[src/rtl/tx_scheduler_if.sv]
// Bundles the requester bus and the TX sequencer handshake of the reply scheduler.
// The slave modport is the scheduler side. The master modport is the requester/sequencer side.
interface tx_scheduler_if;
  logic [3:0]  req;
  logic [7:0]  rq_nbits;
  logic        rq_docrc;
  logic [3:0]  gnt;
  logic        word_req;
  logic [15:0] word_data;
  logic        word_valid;
  logic        seq_reset;
  logic        seq_docrc;
  logic        databitsrc;
  logic        datadone;
  logic        dataclk;
  logic        txsetupdone;
  logic        txdone;
  logic        busy;
  logic        done;
  logic        err;
  logic [1:0]  err_code;

  modport slave (
    input  req, rq_nbits, rq_docrc, word_data, word_valid, dataclk, txsetupdone, txdone,
    output gnt, word_req, seq_reset, seq_docrc, databitsrc, datadone, busy, done, err, err_code
  );

  modport master (
    output req, rq_nbits, rq_docrc, word_data, word_valid, dataclk, txsetupdone, txdone,
    input  gnt, word_req, seq_reset, seq_docrc, databitsrc, datadone, busy, done, err, err_code
  );
endinterface

[src/rtl/tx_scheduler.sv]
// Round-robin reply scheduler. It feeds a TX sequencer one data bit per dataclk rise.
// Words come from the granted requester through a one-word prefetch buffer.
module tx_scheduler (
  input  logic          oscclk,
  input  logic          reset,
  tx_scheduler_if.slave bus
);

  typedef enum logic [2:0] {
    S_IDLE, S_GRANT, S_LOAD, S_ARM, S_SEND, S_FINISH, S_RELEASE
  } state_t;

  state_t      state_q, state_d;
  logic [3:0]  gnt_q, gnt_d;
  logic [1:0]  gidx_q, gidx_d;
  logic [1:0]  ptr_q, ptr_d;
  logic [7:0]  nbits_q, nbits_d;
  logic        docrc_q, docrc_d;
  logic [15:0] sr_q, sr_d;
  logic [15:0] buf_q, buf_d;
  logic        buf_full_q, buf_full_d;
  logic [4:0]  words_left_q, words_left_d;
  logic [7:0]  rise_cnt_q, rise_cnt_d;
  logic        databitsrc_q, databitsrc_d;
  logic        datadone_q, datadone_d;
  logic [15:0] wd_q, wd_d;
  logic        dclk_prev_q, dclk_prev_d;
  logic        done_q, done_d;
  logic        err_q, err_d;
  logic [1:0]  err_code_q, err_code_d;

  logic [1:0]  pick_idx, cand;
  logic        pick_found;
  logic        word_req_c, dclk_rise, req_lost, in_tx, abort, success;
  logic [1:0]  abort_code;

  assign dclk_rise = bus.dataclk & ~dclk_prev_q;
  assign req_lost  = (bus.req & gnt_q) == 4'b0000;
  assign in_tx     = state_q inside {S_ARM, S_SEND, S_FINISH};

  // Search starts at the slot after the last granted requester.
  always_comb begin
    pick_idx   = ptr_q;
    pick_found = 1'b0;
    cand       = ptr_q;
    for (int i = 0; i < 4; i++) begin
      cand = ptr_q + 2'(i);
      if (!pick_found && bus.req[cand]) begin
        pick_idx   = cand;
        pick_found = 1'b1;
      end
    end
  end

  always_comb begin
    state_d      = state_q;
    gnt_d        = gnt_q;
    gidx_d       = gidx_q;
    ptr_d        = ptr_q;
    nbits_d      = nbits_q;
    docrc_d      = docrc_q;
    sr_d         = sr_q;
    buf_d        = buf_q;
    buf_full_d   = buf_full_q;
    words_left_d = words_left_q;
    rise_cnt_d   = rise_cnt_q;
    databitsrc_d = databitsrc_q;
    datadone_d   = datadone_q;
    dclk_prev_d  = bus.dataclk;
    done_d       = 1'b0;
    err_d        = 1'b0;
    err_code_d   = 2'd0;
    abort        = 1'b0;
    abort_code   = 2'd0;
    success      = 1'b0;
    wd_d         = in_tx ? wd_q + 16'd1 : 16'd0;

    word_req_c = 1'b0;
    if (state_q == S_LOAD)
      word_req_c = 1'b1;
    else if (in_tx)
      word_req_c = !buf_full_q && (words_left_q != 5'd0);

    if (in_tx && word_req_c && bus.word_valid) begin
      buf_d        = bus.word_data;
      buf_full_d   = 1'b1;
      words_left_d = words_left_q - 5'd1;
    end

    case (state_q)
      S_IDLE: begin
        if (pick_found) begin
          gnt_d   = 4'b0001 << pick_idx;
          gidx_d  = pick_idx;
          state_d = S_GRANT;
        end
      end
      S_GRANT: begin
        nbits_d      = bus.rq_nbits;
        docrc_d      = bus.rq_docrc;
        words_left_d = {1'b0, bus.rq_nbits[7:4]} + {4'b0000, |bus.rq_nbits[3:0]};
        if (req_lost) begin
          abort      = 1'b1;
          abort_code = 2'd3;
        end else if (bus.rq_nbits == 8'd0) begin
          success = 1'b1;
        end else begin
          state_d = S_LOAD;
        end
      end
      S_LOAD: begin
        if (req_lost) begin
          abort      = 1'b1;
          abort_code = 2'd3;
        end else if (bus.word_valid) begin
          sr_d         = bus.word_data;
          words_left_d = words_left_q - 5'd1;
          state_d      = S_ARM;
        end
      end
      S_ARM: begin
        if (req_lost) begin
          abort      = 1'b1;
          abort_code = 2'd3;
        end else if (wd_d == 16'hFFFF) begin
          abort      = 1'b1;
          abort_code = 2'd2;
        end else if (bus.txsetupdone) begin
          state_d = S_SEND;
        end
      end
      S_SEND: begin
        if (datadone_q) begin
          state_d = S_FINISH;
        end else if (dclk_rise && (rise_cnt_q < nbits_q)) begin
          rise_cnt_d = rise_cnt_q + 8'd1;
          if ((rise_cnt_q + 8'd1) == nbits_q)
            datadone_d = 1'b1;
          // Each 16th rise starts a new word, so that bit must come from the prefetch buffer.
          if ((rise_cnt_q != 8'd0) && (rise_cnt_q[3:0] == 4'd0)) begin
            if (buf_full_q) begin
              databitsrc_d = buf_q[15];
              sr_d         = {buf_q[14:0], 1'b0};
              buf_full_d   = 1'b0;
            end else begin
              abort      = 1'b1;
              abort_code = 2'd1;
            end
          end else begin
            databitsrc_d = sr_q[15];
            sr_d         = {sr_q[14:0], 1'b0};
          end
        end
        if (!abort && req_lost) begin
          abort      = 1'b1;
          abort_code = 2'd3;
        end else if (!abort && wd_d == 16'hFFFF) begin
          abort      = 1'b1;
          abort_code = 2'd2;
        end
      end
      S_FINISH: begin
        if (bus.txdone) begin
          success = 1'b1;
        end else if (req_lost) begin
          abort      = 1'b1;
          abort_code = 2'd3;
        end else if (wd_d == 16'hFFFF) begin
          abort      = 1'b1;
          abort_code = 2'd2;
        end
      end
      S_RELEASE: begin
        ptr_d   = gidx_q + 2'd1;
        state_d = S_IDLE;
      end
      default: state_d = S_IDLE;
    endcase

    if (abort) begin
      state_d    = S_RELEASE;
      err_d      = 1'b1;
      err_code_d = abort_code;
    end else if (success) begin
      state_d = S_RELEASE;
      done_d  = 1'b1;
    end

    if (state_d == S_RELEASE) begin
      gnt_d        = 4'b0000;
      datadone_d   = 1'b0;
      databitsrc_d = 1'b0;
      buf_full_d   = 1'b0;
      words_left_d = 5'd0;
      rise_cnt_d   = 8'd0;
      docrc_d      = 1'b0;
    end
  end

  always_ff @(posedge oscclk) begin
    if (!reset) begin
      state_q      <= S_IDLE;
      gnt_q        <= 4'b0000;
      gidx_q       <= 2'd0;
      ptr_q        <= 2'd0;
      nbits_q      <= 8'd0;
      docrc_q      <= 1'b0;
      sr_q         <= 16'd0;
      buf_q        <= 16'd0;
      buf_full_q   <= 1'b0;
      words_left_q <= 5'd0;
      rise_cnt_q   <= 8'd0;
      databitsrc_q <= 1'b0;
      datadone_q   <= 1'b0;
      wd_q         <= 16'd0;
      dclk_prev_q  <= 1'b0;
      done_q       <= 1'b0;
      err_q        <= 1'b0;
      err_code_q   <= 2'd0;
    end else begin
      state_q      <= state_d;
      gnt_q        <= gnt_d;
      gidx_q       <= gidx_d;
      ptr_q        <= ptr_d;
      nbits_q      <= nbits_d;
      docrc_q      <= docrc_d;
      sr_q         <= sr_d;
      buf_q        <= buf_d;
      buf_full_q   <= buf_full_d;
      words_left_q <= words_left_d;
      rise_cnt_q   <= rise_cnt_d;
      databitsrc_q <= databitsrc_d;
      datadone_q   <= datadone_d;
      wd_q         <= wd_d;
      dclk_prev_q  <= dclk_prev_d;
      done_q       <= done_d;
      err_q        <= err_d;
      err_code_q   <= err_code_d;
    end
  end

  assign bus.gnt        = gnt_q;
  assign bus.word_req   = word_req_c;
  assign bus.seq_reset  = state_q inside {S_IDLE, S_GRANT, S_LOAD, S_RELEASE};
  assign bus.seq_docrc  = docrc_q;
  assign bus.databitsrc = databitsrc_q;
  assign bus.datadone   = datadone_q;
  assign bus.busy       = state_q != S_IDLE;
  assign bus.done       = done_q;
  assign bus.err        = err_q;
  assign bus.err_code   = err_code_q;

endmodule

[src/flat_wrapper.sv]
// flat-port wrapper written by rule: the top's interface ports become plain ports
module tx_scheduler_flat 
  (oscclk, reset, bus_req, bus_rq_nbits, bus_rq_docrc, bus_word_data, bus_word_valid, bus_dataclk, bus_txsetupdone, bus_txdone, bus_gnt, bus_word_req, bus_seq_reset, bus_seq_docrc, bus_databitsrc, bus_datadone, bus_busy, bus_done, bus_err, bus_err_code);
  tx_scheduler_if bus_i ();
  input  logic oscclk;
  input  logic reset;
  input wire logic [$bits(bus_i.req)-1:0] bus_req;
  input wire logic [$bits(bus_i.rq_nbits)-1:0] bus_rq_nbits;
  input wire logic [$bits(bus_i.rq_docrc)-1:0] bus_rq_docrc;
  input wire logic [$bits(bus_i.word_data)-1:0] bus_word_data;
  input wire logic [$bits(bus_i.word_valid)-1:0] bus_word_valid;
  input wire logic [$bits(bus_i.dataclk)-1:0] bus_dataclk;
  input wire logic [$bits(bus_i.txsetupdone)-1:0] bus_txsetupdone;
  input wire logic [$bits(bus_i.txdone)-1:0] bus_txdone;
  output wire logic [$bits(bus_i.gnt)-1:0] bus_gnt;
  output wire logic [$bits(bus_i.word_req)-1:0] bus_word_req;
  output wire logic [$bits(bus_i.seq_reset)-1:0] bus_seq_reset;
  output wire logic [$bits(bus_i.seq_docrc)-1:0] bus_seq_docrc;
  output wire logic [$bits(bus_i.databitsrc)-1:0] bus_databitsrc;
  output wire logic [$bits(bus_i.datadone)-1:0] bus_datadone;
  output wire logic [$bits(bus_i.busy)-1:0] bus_busy;
  output wire logic [$bits(bus_i.done)-1:0] bus_done;
  output wire logic [$bits(bus_i.err)-1:0] bus_err;
  output wire logic [$bits(bus_i.err_code)-1:0] bus_err_code;
  assign bus_i.req = bus_req;
  assign bus_i.rq_nbits = bus_rq_nbits;
  assign bus_i.rq_docrc = bus_rq_docrc;
  assign bus_i.word_data = bus_word_data;
  assign bus_i.word_valid = bus_word_valid;
  assign bus_i.dataclk = bus_dataclk;
  assign bus_i.txsetupdone = bus_txsetupdone;
  assign bus_i.txdone = bus_txdone;
  assign bus_gnt = bus_i.gnt;
  assign bus_word_req = bus_i.word_req;
  assign bus_seq_reset = bus_i.seq_reset;
  assign bus_seq_docrc = bus_i.seq_docrc;
  assign bus_databitsrc = bus_i.databitsrc;
  assign bus_datadone = bus_i.datadone;
  assign bus_busy = bus_i.busy;
  assign bus_done = bus_i.done;
  assign bus_err = bus_i.err;
  assign bus_err_code = bus_i.err_code;
  tx_scheduler u_core (.oscclk(oscclk), .reset(reset), .bus(bus_i));
endmodule
[config.mk]
export PLATFORM = sky130hd
export DESIGN_NAME = tx_scheduler_flat
export DESIGN_NICKNAME = d
export VERILOG_FILES = /design/src/rtl/tx_scheduler_if.sv /design/src/rtl/tx_scheduler.sv /design/src/flat_wrapper.sv
export SDC_FILE = /design/constraint.sdc
export NUM_CORES = 1
export LEC_CHECK = 0
export CAP_MARGIN = 30
export CORE_UTILIZATION = 62
export CTS_CLUSTER_SIZE = 10
export DETAILED_ROUTE_END_ITERATION = 8
export PLACE_DENSITY = 0.86
export SYNTH_ARGS = -nofsm -noshare
export SYNTH_HDL_FRONTEND = slang
export SYNTH_SLANG_ARGS = --single-unit
[constraint.sdc]
create_clock -name oscclk -period 6.5 [get_ports oscclk]
set_input_delay 1.3 -clock oscclk [delete_from_list [all_inputs] [get_ports oscclk]]
set_output_delay 1.3 -clock oscclk [all_outputs]
set_load 0.02 [all_outputs]
==> metrics <==
overall routed net length=11400 um; delay-heaviest family, CP=flip-flops; Inserted Clock Buffers=9; Pre-Repair DR Iteration Count=6; #FFs+latches synth=between 80 and 90; Max Clk Rate=around 260 MHz; root buffer cell=clkbuf_8; number of setup violations in the final report=0; die height=91.5 um; Total GRT Usage=28.4%; Min-Delay Path Class=flip-flop to flip-flop; pre-CTS WS=~2.5 ns; GR Overflow Total=0; cell area after synthesis=4970 sq um; core area=7730 sq um; worst hold slack=0.458 ns; post-synth top area cell=dfxtp_1; Detail Placement HPWL=about 8200 um; Die Wd=about 92 um; unrepaired setup endpoints after global routing=false; Mapped Cells=604; total number of vias=~4500; Syn Nets=between 600 and 700; die area=between 8000 and 9000 sq um; CTS tree=done; fin crit share=a little under 60%; DRC=0; crit-path max FO=16; actual slew at the worst max-slew pin=0.775 ns; Worst-path clk slew=0.10 ns; Required @ worst endpoint=5.20 ns; CP endpoint kind=primary output; Synth Warn #=0; top_reg_cell synth=dfxtp_1; H-tree depth=3; Hold Fails Final Rpt=0; mean routed wirelength per cell=approximately 15 um; RePlAce Congestion=just over 0.9; Site Rows=32; vias per std cell=6.02; status=complete, no violations; Leak Pwr=2.06 nW; Syn Area/Cell=8.23 sq um; crit path kind=flip-flop to primary output; Final Max Slew Viols=0; CP bufs+invs=1; slowest CP cell=dfxtp_1; R2R Setup Slk=between 3 and 4 ns; synth unique cells=between 70 and 80; Seq/Total Area, Yosys=between 30 and 40%; ANT nets after route=0; Setup Fix Bufs, Post-CTS=0; clock skew=0.0153 ns; CTS resizes=0; max-cap violation count=0; Hold Buf Count CTS=0; post-synth top area share=between 30% and 40%; PnR worst setup slack=approximately 2.6 ns; DRT iter0 DRCs=between 200 and 300; clk_lat worst skew=between 0.3 and 0.4 ns; clk buf depth=2; Synth area leaders=dfxtp_1, nand2_1, mux2i_1, xnor2_1, nor2_1; initial antenna violation count=0; ordered list of cells on the worst path=nand3b_1 -> a211oi_1 -> or2_2 -> clkdlybuf4s50_1; Slew headroom=a little under half; Finished Core Util=between 70 and 80%; first-pass GRT wire length=~19000 um; pwr/cell area=between 300 and 400 nW/um^2; layout cell share with drive strength beyond 1=6.53%; final setup TNS=0 ns; area delta synth->final=15.5%; commonest non-fill, non-tap cell in the layout=nand2_1; fin nets=between 600 and 700; vias in the first global route=between 4000 and 5000; CTS sink count=just under 90; Crit path largest cell delay=a little under 0.7 ns; Tmin final=~3.9 ns; # diodes=0; number of port buffers=between 40 and 50; I/O pins=just under 50; Post-synth EDFFs=0; pin count of the biggest net entering global routing=55; starting density of the core=about 64%; crit path DAT=between 2 and 3 ns; Max rail drop VDD=241 uV; most frequent cells in the layout=nand2_1, dfxtp_1, nor2_1; Setup crit start kind=flip-flop; Synth async-reset ratio=0%
[path summary, 6_finish.rpt]
| kind | startpoint | endpoint | cells past startpoint |
|---|---|---|---|
| worst max-delay path | u_core.state_q[0] | bus_word_req | 4 |
| worst min-delay path | u_core.sr_q[7] | u_core.sr_q[7] | 2 |
| worst max register to register | u_core.state_q[1] | u_core.buf_full_q | 7 |
| worst min register to register | u_core.sr_q[7] | u_core.sr_q[7] | 2 |
[stage by stage]
stage,instance area [sq um],std cells,total power [mW]
final,5740,745,1.77
after global routing,5740,745,1.87
after CTS,5730,744,1.76
after detailed placement,5500,728,1.34
after global placement,5480,726,1.32
after floorplan,4970,604,1.13
[cell usage after synthesis (all sizes together) (5+ instances only)]
cell type / count
nand3b: 6
mux2i: 20
o21ai: 13
buf: 7
or2: 6
nor4: 11
a211o: 15
xor2: 8
a21oi: 22
inv: 21
dfxtp: 89
xnor2: 22
a21boi: 41
or4: 5
nor2b: 9
ha: 14
a211oi: 8
or3: 7
clkbuf: 26
nor3: 24
nand3: 14
nor2: 51
nand2: 96
nand4: 6
[layout make-up]
cell class / instances / area, sq um
clock buffer: 10 / 138
timing repair buffer: 56 / 552
fill: 588 / 1990
clock inverter: 6 / 90.1
multi-input combinational: 461 / 2970
tap: 102 / 128
inverter: 21 / 78.8
sequential: 89 / 1780
[registers in the layout (all words and copies together) (netlist names)]
signal / cells
u_core.buf_full_q: 1
u_core.buf_q: 16
u_core.bus.databitsrc: 1
u_core.bus.datadone: 1
u_core.bus.done: 1
u_core.bus.err: 1
u_core.bus.err_code: 2
u_core.bus.gnt: 4
u_core.bus.seq_docrc: 1
u_core.dclk_prev_q: 1
u_core.gidx_q: 2
u_core.nbits_q: 8
u_core.ptr_q: 2
u_core.rise_cnt_q: 8
u_core.sr_q: 16
u_core.state_q: 3
u_core.wd_q: 16
u_core.words_left_q: 5
[power breakdown]
group | switching, mW | total [mW] | internal [mW]
Combinational | 0.392 | 0.655 | 0.264
Clock | 0.200 | 0.429 | 0.228
Sequential | 0.0781 | 0.686 | 0.608
Total | 0.670 | 1.77 | 1.10
[layer usage]
metal  track usage (%)  share of wire, %  vias to the layer above
met5                 0                 0                        -
met4              11.6               1.8                        0
met3              4.61               4.8                       18
met2              47.3                48                      129
met1              36.5                45                     2125
li1                  -                 -                     2211
[worst reg2reg max path, stage by stage (launching register included)]
cell and delay, ns:
dfxtp_1 0.67, nor2b_1 0.38, a21oi_1 0.23, a2111oi_2 0.34, nand4b_1 0.24, nor4b_4 0.68
buf_6 0.24, a211oi_1 0.06
[cells by family (layout without fill, tap and decap cells)]
| logic type | Yosys count | after routing | share of synthesized area (%) |
|---|---|---|---|
| DFF | 89 | 89 | 35.9 |
| adders and majority gates | 15 | 15 | 3.73 |
| muxes | 20 | 20 | 4.03 |
| buffers and inverters | 54 | 93 | 4.43 |
| xor gates and xnor gates | 30 | 30 | 5.29 |
| AOI/OAI and AO/OA | 138 | 138 | 20.4 |
| and+or+nand+nor | 258 | 258 | 26.3 |
Note: power is estimated with default switching activity, not from simulation.
